==> src/rtl/ifu_fetch.sv <==
// Instruction-fetch stage: owns the fetch PC, keeps at most one memory
// request in flight, buffers the returned word and hands it to decode
// under a valid/ready handshake. A redirect discards whatever fetch is
// pending and restarts fetching from next_pc.
//
// state | meaning
// IDLE  | first cycle after reset, no request yet
// REQ   | request presented to memory at curr_pc
// WAIT  | request accepted, waiting for its response
// OUT   | instruction held for decode
// DROP  | accepted request made stale by redirect, discard its response
module ifu_fetch #(
   parameter int unsigned                 CPU_WIDTH = 32,
   parameter logic [CPU_WIDTH-1:0]        RESET_PC  = 32'h0000_0000,
   parameter logic [CPU_WIDTH-1:0]        NOP_INST  = 32'h0000_0013
) (
   input  logic                  clk,
   input  logic                  rst_n,
   input  logic [CPU_WIDTH-1:0]  next_pc,
   input  logic                  redirect,
   input  logic                  stall,
   output logic [CPU_WIDTH-1:0]  curr_pc,
   output logic                  imem_req_vld,
   input  logic                  imem_req_rdy,
   output logic [CPU_WIDTH-1:0]  imem_addr,
   input  logic                  imem_rsp_vld,
   input  logic [CPU_WIDTH-1:0]  imem_rsp_data,
   output logic                  ifu_inst_vld,
   output logic [CPU_WIDTH-1:0]  ifu_inst,
   output logic [CPU_WIDTH-1:0]  ifu_inst_pc,
   input  logic                  idu_rdy
);

   typedef enum logic [2:0] {
      S_IDLE = 3'd0,
      S_REQ  = 3'd1,
      S_WAIT = 3'd2,
      S_OUT  = 3'd3,
      S_DROP = 3'd4
   } state_t;

   state_t                 state;
   state_t                 state_nxt;
   logic [CPU_WIDTH-1:0]   req_pc;
   logic [CPU_WIDTH-1:0]   inst_q;
   logic                   fire;
   logic                   req_acc;
   logic                   pc_load;
   logic                   rsp_take;

   assign fire     = (state == S_OUT) & idu_rdy & ~stall;
   assign req_acc  = (state == S_REQ) & imem_req_rdy;
   // Redirect is ignored only in IDLE, which lasts a single cycle after reset.
   assign pc_load  = req_acc | (redirect & (state != S_IDLE));
   assign rsp_take = (state == S_WAIT) & imem_rsp_vld & ~redirect;

   // State register
   always_ff @(posedge clk or negedge rst_n) begin
      if (!rst_n) begin
         state <= S_IDLE;
      end else begin
         state <= state_nxt;
      end
   end

   // Next-state logic; redirect outranks both response capture and fire
   always_comb begin
      state_nxt = state;
      case (state)
         S_IDLE: state_nxt = S_REQ;
         S_REQ: begin
            if (imem_req_rdy) begin
               state_nxt = redirect ? S_DROP : S_WAIT;
            end
         end
         S_WAIT: begin
            if (redirect) begin
               state_nxt = imem_rsp_vld ? S_REQ : S_DROP;
            end else if (imem_rsp_vld) begin
               state_nxt = S_OUT;
            end
         end
         S_DROP: begin
            if (imem_rsp_vld) begin
               state_nxt = S_REQ;
            end
         end
         S_OUT: begin
            if (redirect || fire) begin
               state_nxt = S_REQ;
            end
         end
         default: state_nxt = S_IDLE;
      endcase
   end

   // Outputs decoded from state; the buffered word is only visible in OUT
   always_comb begin
      imem_req_vld = (state == S_REQ);
      ifu_inst_vld = (state == S_OUT);
      ifu_inst     = (state == S_OUT) ? inst_q : NOP_INST;
   end

   assign imem_addr = curr_pc;

   // Fetch PC, accepted-request PC and instruction buffer
   always_ff @(posedge clk or negedge rst_n) begin
      if (!rst_n) begin
         curr_pc     <= RESET_PC;
         req_pc      <= RESET_PC;
         inst_q      <= NOP_INST;
         ifu_inst_pc <= RESET_PC;
      end else begin
         if (pc_load) begin
            curr_pc <= next_pc;
         end
         if (req_acc) begin
            req_pc <= curr_pc;
         end
         if (rsp_take) begin
            inst_q      <= imem_rsp_data;
            ifu_inst_pc <= req_pc;
         end
      end
   end

endmodule

==> config.mk <==
export PLATFORM = sky130hd
export DESIGN_NAME = ifu_fetch
export DESIGN_NICKNAME = d
export VERILOG_FILES = /design/src/rtl/ifu_fetch.sv
export SDC_FILE = /design/constraint.sdc
export NUM_CORES = 1
export LEC_CHECK = 0
export CAP_MARGIN = 15
export CORE_ASPECT_RATIO = 0.9
export CORE_UTILIZATION = 45
export DETAILED_ROUTE_END_ITERATION = 8
export PLACE_DENSITY = 0.8
export SKIP_LAST_GASP = 1
export SYNTH_ARGS = -nofsm -noshare
export SYNTH_HDL_FRONTEND = slang
export SYNTH_SLANG_ARGS = --single-unit
==> constraint.sdc <==
create_clock -name clk -period 1.88 [get_ports clk]
set_clock_uncertainty 0.15 [all_clocks]
set_input_delay 0.376 -clock clk [delete_from_list [all_inputs] [get_ports clk]]
set_output_delay 0.376 -clock clk [all_outputs]
set_load 0.01 [all_outputs]
=== Word-level counts from Yosys, hierarchy flattened ===
Cells that the tools add are included.

* Register bits after elaboration: 131
* Latch bits: 0
* Memory bits (writable): 0
* Memory bits (read-only): 0
* Input port bits: 71
* Output and inout bits: 130
* Memories: 0

* Add/sub/neg operators: 0
* $mul: 0
* Div/mod/pow operators: 0
* Magnitude comparators: 0
* Eq/ne operators: 8
* Shift-type cells: 0
* Muxes and demuxes: 9
* Bitwise operators: 9
* Reduce and logical (&&, ||, !) cells: 4

{| class="wikitable"
|+ Operator list
! operator !! count
|-
| $mux 32 || 1
|-
| $mux 3 || 7
|-
| $pmux 3 s5 || 1
|-
| $and 1x1->1 || 6
|-
| $eq 3x2->1 const B || 2
|-
| $ne 2x1->1 const B || 2
|-
| $reduce_and 4->1 || 1
|-
| $eq 3x1->1 const B || 1
|-
| $eq 3x3->1 const B || 1
|-
| $logic_not 3->1 || 1
|-
| $ne 3x3->1 const B || 1
|-
| $reduce_bool 3->1 || 1
|-
| $ne 2x2->1 const B || 1
|-
| $not 1->1 || 2
|-
| $logic_or 1x1->1 || 1
|-
| $or 1x1->1 || 1
|}

=== Longest topological paths before layout ===
* Word-level depth: 6
* Mapped depth: 5

=== Worst setup path after synthesis ===
No wires, ideal clock.

* Path type: flip-flop to output port
* Start: reg state[2]
* End: out ifu_inst[22]
* Data arrival time: 1.287 ns
* Path slack: 0.067 ns
* Stages on the path, launching flop included: 5
* Buffers on the path: 2
* Cells stage by stage: dfrtp_1 > buf_4 > and3b_1 > clkbuf_1 > and2_1

* Longest elaborated chain between the ends: 2

{| class="wikitable"
|+ Ends and longest elaborated chain
! item !! line !! source
|-
| from (decl) || 42 || <nowiki>state_t state;</nowiki>
|-
| from (signal assigned) || 62 || <nowiki>state <= state_nxt;</nowiki>
|-
| $eq 3x2->1 || n/a ||
|-
| via ifu_inst_vld || 28 || <nowiki>output logic ifu_inst_vld,</nowiki>
|-
| $mux 32 || 101 || <nowiki>ifu_inst = (state == S_OUT) ? inst_q : NOP_INST;</nowiki>
|-
| to (decl) || 29 || <nowiki>output logic [CPU_WIDTH-1:0] ifu_inst,</nowiki>
|}

The timed path passes the listed nets, and every way through them passes these cells.

=== Final worst setup path ===
* Start: reg state[1]
* End: out ifu_inst[11]

* Longest elaborated chain between the ends: 2

{| class="wikitable"
|+ Ends and longest elaborated chain
! item !! line
|-
| $eq 3x2->1 || 101
|-
| $mux 32 || 101
|}

Every way passes these cells.

==> flow_metrics.env <==
export IMPL_status="complete, but fails checks"
export IMPL_violations="negative setup slack"
export IMPL_gr_usage_all_layers_pct=21.17
export IMPL_tns_ps=-6829
export IMPL_multi_input_area_mm2=0.002158
export IMPL_final_util_pct=71.29
export IMPL_cts_path_max_buffers=2
export IMPL_setup_viol=33
export IMPL_critPathMaxFanout=8
export IMPL_cellLeakagePower_nw=4.394
export IMPL_grt_pass1_wl_um=20610
export IMPL_synth_yosys_seq_area_share_pct=57.67
export IMPL_fin_ws_ps=-223.6
export IMPL_synth_seq_cells=131
export IMPL_slew_headroom_pct=74.16
export IMPL_dp_cells=686
export IMPL_max_freq_mhz=475.4
export IMPL_grt_overflow_total=0
export IMPL_vias=3567
export IMPL_clk_pin_slew_ps=50
export IMPL_critical_path_arrival_ps=1580
export IMPL_crit_path_end_kind="output port"
export IMPL_dpl_hpwl_um=8229
export IMPL_synth_cell_type_count=24
export IMPL_pwr_density_cell_mw_per_mm2=1601
export IMPL_gp_congestion=0.7415
export IMPL_io_pin_count=201
export IMPL_fp_dieArea_mm2=0.01310
export IMPL_grt_pass1_vias=3800
export IMPL_rsz0062_at_grt="yes"
export IMPL_syn_inst=362
export IMPL_worst_pin_slew_ps=387.6
export IMPL_core_area_mm2=0.01217
export IMPL_final_common_cell="dfrtp_1"
export IMPL_routed_wl_um=13180
export IMPL_start_kind="flop"
export IMPL_clock_sinks=131
export IMPL_cp_required_ps=1350
export IMPL_antenna_cells=0
export IMPL_htree_levels=4
export IMPL_vias_per_cell=4.893
export IMPL_synthesis_nets=433
export IMPL_yosysWarnings=0
export IMPL_grt_max_degree=71
export IMPL_wl_per_cell_um=18.07
export IMPL_start_util_pct=46.75
export IMPL_power_total_mw=13.90
export IMPL_insertion_delay_ps=410
export IMPL_drt_initial_drc_count=118
export IMPL_clockRootBuffer="clkbuf_16"
export IMPL_n_fill_cell=846
export IMPL_maxCapViolCount=0
export IMPL_layout_nets=628
export IMPL_io_buffers=200
export IMPL_area_growth_pct=52.48
export IMPL_fin_crit_sh_pct=111.9
export IMPL_path_class="flop to output port"
export IMPL_drive_above_1_share_pct=45.87
export IMPL_syn_area_mm2=0.005690
export IMPL_vdd_drop_max_v=0.001000
export IMPL_cts_tree="built"
export IMPL_detail_route_first_pass_iterations=4
export IMPL_hold_path_class="flop to flop"
export IMPL_drv_slew=0
export IMPL_row_count=38
export IMPL_mostFrequentLayoutCells="dfrtp_1 (127), clkdlybuf4s50_1 (79), mux2_2 (65), dlygate4sd2_1 (65), mux2_4 (60)"
export IMPL_die_x_um=120.5
export IMPL_final_cells=729
export IMPL_antenna_left=0
export IMPL_die_height_um=108.7
export IMPL_syn_avg_cell_area_um2=15.72
export IMPL_register_area_mm2=0.003283
export IMPL_antenna_found_initial=0
export IMPL_hold_viol_final=0
export IMPL_layout_min_cycle_time_ps=2104
export IMPL_cts_made_buffers=17
export IMPL_drcViolationCount=0
[power by group]
group          switching, mW  leakage (nW)  internal, mW
logic                   2.07          2.49          3.52
registers              0.923          1.61          4.19
clock network           1.16         0.287          2.03
[metal layers]
| metal | GRT usage (%) | wire (um) |
|---|---|---|
| met1 | 26.10 | 5523 |
| met2 | 34.61 | 6526 |
| met3 | 6.485 | 867 |
| met4 | 9.259 | 257 |
| met5 | 0 | 0 |
[cells in the mapped netlist]
library cell    n  area, um^2
a21oi_1         1       5.000
nor4b_4         1       23.77
mux2_1          3       33.78
nor2b_1         1       6.260
a211oi_1        1       7.510
mux2_4         60       900.9
clkbuf_1        4       15.01
dfstp_2         3       78.83
buf_6           6       67.56
buf_4          36       270.3
mux2_2         65       732.0
nor3_1          2       10.01
nand2b_1        4       25.02
o21ai_0         2       10.01
o32ai_2         1       16.27
buf_2           5       25.02
o21a_1          1       7.510
and3b_1         3       26.28
dfrtp_1       128        3203
and2_1         29       181.4
nor3b_1         3       22.52
nand2_1         1       3.750
nand2_4         1       11.26
nand3b_1        1       7.510
[repair_timing]
item | CTS | global route
buffers inserted | 5 | 3
hold buffers | 1 | 0
endpoints found under the hold margin | 128 | 0
resized for setup | 261 | 40
setup endpoints to repair | 100 | 98
pin swaps | 29 | 6
cloned | 4 | 1
[critical path, stage by stage, from the launching register on]
cell	delay (ps)
dfrtp_1	390
and3b_2	250
buf_6	140
buf_16	140
and2_4	140
buf_6	110
[registers in the layout (all words and copies together) (netlist names)]
name / flops
ifu_inst_pc: 32
state: 3
inst_q: 32
req_pc: 32
curr_pc: 32
[kinds of logic (layout without fill, tap and decap cells)]
| group | after synthesis | in the layout | synth area share, % |
|---|---|---|---|
| compound gates | 6 | 6 | 0.8136 |
| buf+inv | 51 | 258 | 6.640 |
| flops | 131 | 131 | 57.67 |
| mux | 128 | 128 | 29.29 |
| simple gates | 46 | 46 | 5.585 |
[area by class of cell]
cell class                 count  area share [%]
clock buffer                  20           5.379
clock inverter                11           1.269
multi-input combinational    180           24.87
sequential                   131           37.84
tap                          160           2.307
timing repair buffer         227           28.33
[worst paths after layout]
kind,start,end,slack (ps),depth (start not counted)
min in group asynchronous,rst_n,curr_pc[3],370,3
worst min register to register,req_pc[17],ifu_inst_pc[17],350,1
worst min-delay path,req_pc[17],ifu_inst_pc[17],350,1
max in group asynchronous,rst_n,inst_q[1],840,3
worst max register to register,state[1],curr_pc[3],70,5
worst max-delay path,state[1],ifu_inst[11],-220,5
[metrics by stage]
step                      hold WS (ps)  setup slack [ps]  instance area, um^2
final                            347.8            -223.6                 8677
after global placement           262.8            -260.6                 7762
after CTS                        351.4            -226.0                 8487
after detailed placement         267.6            -290.0                 7762
after global routing             362.2            -295.1                 8677
after floorplan                 -69.59             67.07                 5690
(Power assumes the default switching activity.)
